File: src/rtl/fpu_arb_pkg.sv
// Shared types and constants for the two-requester FPU arbiter.
package fpu_arb_pkg;

    localparam int NUM_REQ = 2;

    typedef enum logic [1:0] {
        IDLE = 2'd0,
        EXEC = 2'd1,
        RESP = 2'd2
    } state_t;

endpackage

File: src/rtl/fpu_arbiter_fpu_unit.sv
// Combinational IEEE-754 single-precision adder/subtractor, round-to-nearest-even.
// Denormal inputs and results flush to signed zero; results with exponent >= 255 become infinity.
module FPU_unit #(
    parameter int NUM_OP = 1
) (
    input  logic        i_add_sub,
    input  logic [31:0] i_32_a,
    input  logic [31:0] i_32_b,
    output logic [31:0] o_32_s,
    output logic        o_ov_flag,
    output logic        o_un_flag
);

    logic              sub_en, sa, sb, swap, big_s;
    logic [7:0]        ea, eb, big_e, small_e, diff;
    logic [22:0]       fa, fb, big_f, small_f;
    logic [23:0]       big_m, small_m, f24;
    logic [4:0]        sh, pos, lz;
    logic [49:0]       small_ext;
    logic [26:0]       big_al, small_al, n;
    logic [27:0]       r;
    logic signed [9:0] e_work;
    logic              a_spec, b_spec, a_nan, b_nan, up;

    always_comb begin
        // NUM_OP = 0 builds an add-only unit
        sub_en  = (NUM_OP >= 1) && i_add_sub;
        ea      = i_32_a[30:23];
        eb      = i_32_b[30:23];
        fa      = i_32_a[22:0];
        fb      = i_32_b[22:0];
        sa      = i_32_a[31];
        sb      = i_32_b[31] ^ sub_en;
        a_spec  = &ea;
        b_spec  = &eb;
        a_nan   = a_spec && (|fa);
        b_nan   = b_spec && (|fb);

        swap    = {eb, fb} > {ea, fa};
        big_s   = swap ? sb : sa;
        big_e   = swap ? eb : ea;
        big_f   = swap ? fb : fa;
        small_e = swap ? ea : eb;
        small_f = swap ? fa : fb;
        big_m   = (big_e == 8'd0) ? 24'd0 : {1'b1, big_f};
        small_m = (small_e == 8'd0) ? 24'd0 : {1'b1, small_f};

        // Alignment keeps guard/round bits; everything shifted further folds into sticky
        diff      = big_e - small_e;
        sh        = (diff > 8'd26) ? 5'd26 : diff[4:0];
        small_ext = {small_m, 26'd0} >> sh;
        small_al  = {small_ext[49:24], |small_ext[23:0]};
        big_al    = {big_m, 3'b000};
        r = (sa == sb) ? ({1'b0, big_al} + {1'b0, small_al})
                       : ({1'b0, big_al} - {1'b0, small_al});

        pos = 5'd0;
        for (int i = 0; i < 27; i++) begin
            if (r[i]) pos = 5'(i);
        end
        lz = 5'd26 - pos;

        if (r[27]) begin
            n      = {r[27:2], r[1] | r[0]};
            e_work = $signed({2'b00, big_e}) + 10'sd1;
        end else begin
            n      = r[26:0] << lz;
            e_work = $signed({2'b00, big_e}) - $signed({5'd0, lz});
        end

        up  = n[2] & (n[1] | n[0] | n[3]);
        f24 = {1'b0, n[25:3]} + {23'd0, up};
        if (f24[23]) e_work = e_work + 10'sd1;

        o_ov_flag = 1'b0;
        o_un_flag = 1'b0;
        if (a_spec || b_spec) begin
            if (a_nan || b_nan || (a_spec && b_spec && (sa != sb)))
                o_32_s = 32'h7FC0_0000;
            else
                o_32_s = {(a_spec ? sa : sb), 8'hFF, 23'd0};
        end else if (!n[26]) begin
            o_32_s = 32'd0;
        end else if (e_work >= 10'sd255) begin
            o_ov_flag = 1'b1;
            o_32_s    = {big_s, 8'hFF, 23'd0};
        end else if (e_work <= 10'sd0) begin
            o_un_flag = 1'b1;
            o_32_s    = {big_s, 31'd0};
        end else begin
            o_32_s    = {big_s, e_work[7:0], f24[22:0]};
        end
    end

endmodule

File: src/rtl/fpu_arbiter.sv
// Round-robin arbiter sharing one combinational FPU_unit between two requesters.
// One operation in flight: IDLE (grant/capture) -> EXEC (compute/latch) -> RESP (hold until accepted).
module fpu_arbiter
    import fpu_arb_pkg::*;
#(
    parameter int NUM_OP  = 1,
    parameter int NUM_REQ = fpu_arb_pkg::NUM_REQ
) (
    input  logic                     i_clk,
    input  logic                     i_rst,
    input  logic [NUM_REQ-1:0]       i_req_valid,
    output logic [NUM_REQ-1:0]       o_req_ready,
    input  logic [NUM_REQ-1:0]       i_add_sub,
    input  logic [NUM_REQ-1:0][31:0] i_32_a,
    input  logic [NUM_REQ-1:0][31:0] i_32_b,
    output logic [NUM_REQ-1:0]       o_rsp_valid,
    input  logic [NUM_REQ-1:0]       i_rsp_ready,
    output logic [31:0]              o_32_s,
    output logic                     o_ov_flag,
    output logic                     o_un_flag,
    output logic                     o_rsp_id,
    output logic                     o_busy
);

    state_t      state_reg;
    logic        rr_reg;
    logic        owner_reg;
    logic        op_reg;
    logic [31:0] a_reg;
    logic [31:0] b_reg;
    logic        any_valid;
    logic        grant_idx;
    logic [31:0] fpu_s;
    logic        fpu_ov;
    logic        fpu_un;

    assign any_valid = |i_req_valid;
    // Contention goes to the round-robin pointer; otherwise the lone valid requester wins
    assign grant_idx = (&i_req_valid) ? rr_reg : i_req_valid[1];
    assign o_busy    = !i_rst && (state_reg != IDLE);

    generate
        for (genvar gi = 0; gi < NUM_REQ; gi++) begin : g_req
            assign o_req_ready[gi] = !i_rst && (state_reg == IDLE) && any_valid
                                     && (grant_idx == 1'(gi));
            assign o_rsp_valid[gi] = !i_rst && (state_reg == RESP) && (o_rsp_id == 1'(gi));
        end
    endgenerate

    FPU_unit #(
        .NUM_OP(NUM_OP)
    ) u_fpu (
        .i_add_sub(op_reg),
        .i_32_a   (a_reg),
        .i_32_b   (b_reg),
        .o_32_s   (fpu_s),
        .o_ov_flag(fpu_ov),
        .o_un_flag(fpu_un)
    );

    always_ff @(posedge i_clk) begin
        if (i_rst) begin
            state_reg <= IDLE;
            rr_reg    <= 1'b0;
            owner_reg <= 1'b0;
            op_reg    <= 1'b0;
            a_reg     <= 32'd0;
            b_reg     <= 32'd0;
            o_32_s    <= 32'd0;
            o_ov_flag <= 1'b0;
            o_un_flag <= 1'b0;
            o_rsp_id  <= 1'b0;
        end else begin
            case (state_reg)
                IDLE: begin
                    if (any_valid) begin
                        owner_reg <= grant_idx;
                        op_reg    <= i_add_sub[grant_idx];
                        a_reg     <= i_32_a[grant_idx];
                        b_reg     <= i_32_b[grant_idx];
                        state_reg <= EXEC;
                    end
                end
                EXEC: begin
                    o_32_s    <= fpu_s;
                    o_ov_flag <= fpu_ov;
                    o_un_flag <= fpu_un;
                    o_rsp_id  <= owner_reg;
                    state_reg <= RESP;
                end
                RESP: begin
                    if (i_rsp_ready[o_rsp_id]) begin
                        rr_reg    <= ~o_rsp_id;
                        state_reg <= IDLE;
                    end
                end
                default: state_reg <= IDLE;
            endcase
        end
    end

endmodule

File: config.mk
export PLATFORM = sky130hd
export DESIGN_NAME = fpu_arbiter
export DESIGN_NICKNAME = d
export VERILOG_FILES = /design/src/rtl/fpu_arb_pkg.sv /design/src/rtl/fpu_arbiter_fpu_unit.sv /design/src/rtl/fpu_arbiter.sv
export SDC_FILE = /design/constraint.sdc
export NUM_CORES = 1
export LEC_CHECK = 0
export ABC_AREA = 1
export BUFFER_PORTS_ARGS = -buffer_cell sky130_fd_sc_hd__buf_2
export CORE_MARGIN = 3
export CORE_UTILIZATION = 40
export DETAILED_ROUTE_END_ITERATION = 16
export PLACE_DENSITY = 0.7
export SLEW_MARGIN = 20
export SYNTH_ARGS = -nofsm -noshare
export SYNTH_HDL_FRONTEND = slang
export SYNTH_HIERARCHICAL = 1
export SYNTH_SLANG_ARGS = --single-unit
File: constraint.sdc
create_clock -name i_clk -period 13.8 [get_ports i_clk]
set_input_delay 2.76 -clock i_clk [delete_from_list [all_inputs] [get_ports i_clk]]
set_output_delay 2.76 -clock i_clk [all_outputs]
set_load 0.02 [all_outputs]
==> out/metrics.cfg, run 1 <==
[status]
status=complete, no violations

[setup_path]
worst_path_most_repeated_cell=nand2_1
critPathSlowestCell=fa_1
cp_num_buf_inv=11
critical_path_class=flop to flop
crit_family=simple AND/OR/NAND/NOR gates
end_kind=flop
cp.required_ps=14060
worstPathMaxFanout=32
cp_data_arrival_time_ps=12930
cp_slowest_stage_delay_ps=530
cp-start-kind=flop

[clocking]
cts-buffers-inserted=9
clkSlewWorstSetupHoldPaths_ps=80
postCtsSetupRepairBufs=0
cts_tree=built
holdBufCountCts=0
cts_buffer_depth=2
cts_sinks=104
htree_levels=3
root_buffer=clkbuf_16
clk_latency_ps=360

[sta]
worstMarginPinSlew_ps=924
rsz0062_at_grt=false
setup_ws_ps=1130
finalSetupTns_ps=0
relSlewSlack_pct=38.0
max_freq_mhz=78.9
finalCriticalPeriod_ps=12670
min_period_over_period_pct=91.8
setup_viol=0
finalHoldViolCount=0
slew_violations=0
fin_skew_ps=15.6

[floorplanning]
die_x_um=201
num_rows=70
die-area_um2=40600
pin_count=176
core_um2=37100
initial_core_util_pct=41.1
die_h_um=201

[logic_synthesis]
ys_seq_area_share_pct=13.6
synth_ff_type=dfxtp_1
synth-edff-count=0
ys_seq_elements=104
syn_avg_cell_area_um2=5.55
async_reset_ff_share_pct=0
ys_types=64
syn_inst=2752
syn_nets=2981
ys.warnings.count=6
synthesis.area_um2=15300

[routing]
ant_nets=0
post_drt_wl_per_cell_um=15.6
vias=18400
viasPerCell=5.49
drt-total-wl_um=52200
drtPass1Iterations=6
drc_errors=0
drt_iter0_markers=1882

[grt]
grt_use_total_pct=24.5
top_usage_layer=met2
antenna_found_initial=0
grt_max_degree=103
grt_pass1_vias=16600
grt_util_met3_pct=2.33
grt_overflow_total=0
grt_pass1_wl_um=84300
grt_use_met2_pct=41.0
gr-usage-met1_pct=33.7

[final_layout]
syn_to_final_growth_pct=8.40
fill_cells=4063
nets=3066
drive_above_1_share_pct=12.9
antenna_cells=0
design_area_um2=16600

[place]
hpwl_um=41600
place_congestion=0.976
dp_slack_ps=1150
dpl_cell_area_um2=16200
io_buffers=175

[flow_run]
max_cap_violations=0

[worst_hold_path]
holdCritPathClass=flop to flop

[metal layers]
metal / wire length (µm) / part of all wire, % / vias to the layer above
met5: 0 / 0 / -
met4: 1380 / 2.6 / 0
met3: 3490 / 6.7 / 87
met2: 23900 / 46 / 805
met1: 23500 / 45 / 8324
li1: - / - / 9162
[synthesized netlist by cell type (all sizes together), types with 11 or more instances]
cell / count / area (µm²)
a211oi: 24 / 180
ha: 91 / 1140
inv: 345 / 1290
clkbuf: 27 / 101
nor2: 270 / 1140
nand3: 569 / 2920
or2: 11 / 68.8
nand2: 819 / 3210
xor2: 27 / 236
o21ai: 128 / 674
dfxtp: 104 / 2080
a21oi: 74 / 378
nor4: 13 / 81.3
nand4: 44 / 303
nor3: 35 / 225
buf: 99 / 664
[metrics by stage]
stage | util, % | cells | hold WS, ps
floorplan | - | 2752 | 414
global placement | 43.6 | 3328 | 432
detailed placement | 43.6 | 3328 | 436
CTS | 44.5 | 3344 | 453
global route | 44.6 | 3346 | 486
finish | 44.6 | 3346 | 454
[layout by cell type (no fill, tap or decap), types with 25 or more instances in the layout]
| master | synthesis | layout |
|---|---|---|
| nand2_1 | 779 | 778 |
| nand3_1 | 560 | 560 |
| inv_1 | 311 | 310 |
| nor2_1 | 245 | 244 |
| buf_2 | 51 | 175 |
| dfxtp_1 | 104 | 104 |
| o21ai_0 | 104 | 103 |
| ha_1 | 91 | 91 |
| a21oi_1 | 72 | 72 |
| nand4_1 | 41 | 41 |
| inv_2 | 34 | 34 |
| nand2_2 | 32 | 33 |
| xor2_1 | 27 | 27 |
| nor3_1 | 25 | 25 |
[kinds of logic after synthesis]
logic type                 Yosys count  synth area share (%)
AOI/OAI and AO/OA                  268                  10.2
xor gates and xnor gates            37                  2.12
adders and majority gates           93                  7.72
buffers and inverters              476                  13.7
DFF                                104                  13.6
and+or+nand+nor                   1774                  52.7
[layout make-up]
class,instances,area (µm²),share of cell area [%]
Sequential cell,104,2080,12.6
Inverter,350,1330,8.00
Tap cell,504,631,3.81
Multi-Input combinational cell,2174,11200,67.4
Timing Repair Buffer,198,1050,6.33
Clock buffer,11,243,1.47
Clock inverter,5,62.6,0.378
[final timing paths]
check	startpoint	to	slack, ps	cells past startpoint
max	a_reg[14]$_SDFFE_PP0P_	o_32_s[18]$_SDFFE_PP0N_	1130	80
min	owner_reg$_SDFFE_PP0P_	owner_reg$_SDFFE_PP0P_	450	2
max reg2reg	a_reg[14]$_SDFFE_PP0P_	o_32_s[18]$_SDFFE_PP0N_	1130	80
min reg2reg	owner_reg$_SDFFE_PP0P_	owner_reg$_SDFFE_PP0P_	450	2
[tightest hold or removal path: stages, from the launching register on]
cell,delay (ps)
dfxtp_1,320
nand2_1,60
nand2_1,40
[timing repair]
item / in CTS / in global routing
endpoints found under the hold margin: 0 / 0
resized for setup: 0 / 5
setup endpoints to repair: 0 / 31
Power of run 1 is left out: the tool's default activity adds up to more than one toggle a clock period on the data nets, which glitch-free logic cannot reach.
==> run 2, diff against run 1 <==
--- a/config.mk
+++ b/config.mk
@@ -6,11 +6,12 @@
 export NUM_CORES = 1
 export LEC_CHECK = 0
 export ABC_AREA = 1
-export BUFFER_PORTS_ARGS = -buffer_cell sky130_fd_sc_hd__buf_2
 export CORE_MARGIN = 3
 export CORE_UTILIZATION = 40
+export CTS_CLUSTER_SIZE = 24
 export DETAILED_ROUTE_END_ITERATION = 16
-export PLACE_DENSITY = 0.7
+export DONT_BUFFER_PORTS = 1
+export PLACE_DENSITY = 0.66
 export SLEW_MARGIN = 20
 export SYNTH_ARGS = -nofsm -noshare
 export SYNTH_HDL_FRONTEND = slang
==> run 2 against run 1 <==
  * Die area unchanged
  * Clock skew decreased by 0.74 ps
  * Critical path depth unchanged
  * Core utilization decreased by 2.4 points
  * Final cell count decreased by 5.2%
  * Cell area decreased by 5.3%
  * Critical path type unchanged
  * Critical endpoint unchanged
==> out/metrics.cfg, run 2 (same netlist as run 1, synthesis figures left out) <==
[status]
status=complete, no violations

[floorplanning]
core_um2=37100  ; unchanged
initial_core_util_pct=41.1  ; unchanged
die_h_um=201  ; unchanged
pin_count=176  ; unchanged
num_rows=70  ; unchanged
die_x_um=201  ; unchanged
die-area_um2=40600  ; unchanged

[final_layout]
nets=2891  ; -5.7%
layout.cells.non_filler=3171  ; -5.2%
final_common_cell=nand2_1
antenna_cells=0  ; unchanged
layout_common_cells=777 x nand2_1, 559 x nand3_1, 311 x inv_1
drive_above_1_share_pct=7.24  ; -5.6 points
syn_to_final_growth_pct=2.63

[setup_path]
r2r_cells=80  ; unchanged
cp.required_ps=14060  ; about the same
worst_path_most_repeated_cell=nand2_1
end_kind=flop
critical_path_class=flop to flop
critPathSlowestCell=or3b_2
cp-start-kind=flop
rrSetupSlack_ps=1520  ; +390 ps
cp_data_arrival_time_ps=12540  ; -390 ps
timing.rr.start=a_reg[14]$_SDFFE_PP0P_
r2r-end=o_32_s[18]$_SDFFE_PP0N_
cp_slowest_stage_delay_ps=480  ; -50 ps
worstPathMaxFanout=32  ; unchanged
crit_start=a_reg[14]$_SDFFE_PP0P_

[place]
hpwl_um=41500  ; -0.25%
io_buffers=0  ; -100%
place_congestion=1.01  ; +3.6%
dp.cells=3151  ; -5.3%

[clocking]
clk_latency_ps=370  ; about the same
holdBufCountCts=0  ; unchanged
cts_sinks=104  ; unchanged
clkSlewWorstSetupHoldPaths_ps=80  ; about the same
root_buffer=clkbuf_16
cts_tree=built
cts_buffer_depth=2  ; unchanged
htree_levels=3  ; unchanged
cts-buffers-inserted=9  ; unchanged

[sta]
hold_ws_ps=448  ; -5.62 ps
fin_skew_ps=14.8  ; -0.745 ps
rsz0062_at_grt=false
finalSetupTns_ps=0  ; unchanged
worstMarginPinSlew_ps=1050  ; +131 ps
relSlewSlack_pct=29.6  ; -8.4 points
setup_viol=0  ; unchanged
finalCriticalPeriod_ps=12280  ; -390 ps
finalHoldViolCount=0  ; unchanged
slew_violations=0  ; unchanged
max_freq_mhz=81.4  ; +3.2%
min_period_over_period_pct=89.0  ; -2.8 points

[routing]
viasPerCell=5.55  ; +1.0%
drc_errors=0  ; unchanged
drt-total-wl_um=51900  ; -0.55%
vias=17600  ; -4.2%
ant_nets=0  ; unchanged
drt_iter0_markers=1732  ; -8.0%
drtPass1Iterations=6  ; unchanged
post_drt_wl_per_cell_um=16.4  ; +4.9%

[worst_hold_path]
worstHoldStart=owner_reg$_SDFFE_PP0P_
hold_depth=2  ; unchanged
holdCritPathClass=flop to flop
hold_path_end=owner_reg$_SDFFE_PP0P_

[grt]
grt_pass1_wl_um=82600  ; -2.1%
grt_max_degree=111  ; +7.8%
grt_overflow_total=0  ; unchanged
grt_use_total_pct=24.4  ; -0.089 points
antenna_found_initial=0  ; unchanged
grt_pass1_vias=15900  ; -4.5%

[flow_run]
max_cap_violations=0  ; unchanged

## run 2: area by class of cell
class	count	area, µm²
inverter	350	1320
tap	504	631
clock buffer	9	225
sequential	104	2080
clock inverter	7	66.3
timing repair buffer	23	173
multi-input combinational	2174	11200
fill	4206	21500
## run 2: how the worst max path moves through the flow
stage | to | slack (ps) | depth (start not counted)
floorplan | o_32_s[11]$_SDFFE_PP0N_ | 3510 | 86
global placement | o_32_s[18]$_SDFFE_PP0N_ | 940 | 76
detailed placement | o_32_s[18]$_SDFFE_PP0N_ | 740 | 76
CTS | o_32_s[18]$_SDFFE_PP0N_ | 730 | 76
global route | o_32_s[18]$_SDFFE_PP0N_ | 60 | 79
finish | o_32_s[18]$_SDFFE_PP0N_ | 1520 | 80
## run 2: per-stage QoR
step	setup WS (ps)	area [µm²]	utilization [%]
after CTS	726	15600	42.0
after global routing	59.9	15700	42.2
after detailed placement	741	15300	41.2
final	1520	15700	42.2
after floorplan	3510	15300	-
after global placement	942	15300	41.2
## run 2: routing by layer
layer / track usage, % / vias to the layer above / routed length (µm)
li1: - / 8820 / -
met1: 33.5 / 7981 / 23400
met2: 39.5 / 706 / 23300
met3: 2.98 / 91 / 3420
met4: 8.72 / 0 / 1760
met5: 0 / - / 0
## run 2: critical path: cells and delay by family (launching register included)
kind | cells | cell delay (ps)
and+or+nand+nor | 54 | 6680
AOI/OAI and AO/OA | 9 | 1880
adders and majority gates | 6 | 1810
buffers and inverters | 10 | 1190
DFF | 1 | 380
xor gates and xnor gates | 1 | 190
## run 2: timing repair
item | in CTS | in global routing
endpoints found under the setup margin | 0 | 33
setup buffers | 0 | 2
resized for setup | 0 | 8
Power of run 2 is left out for the same reason.
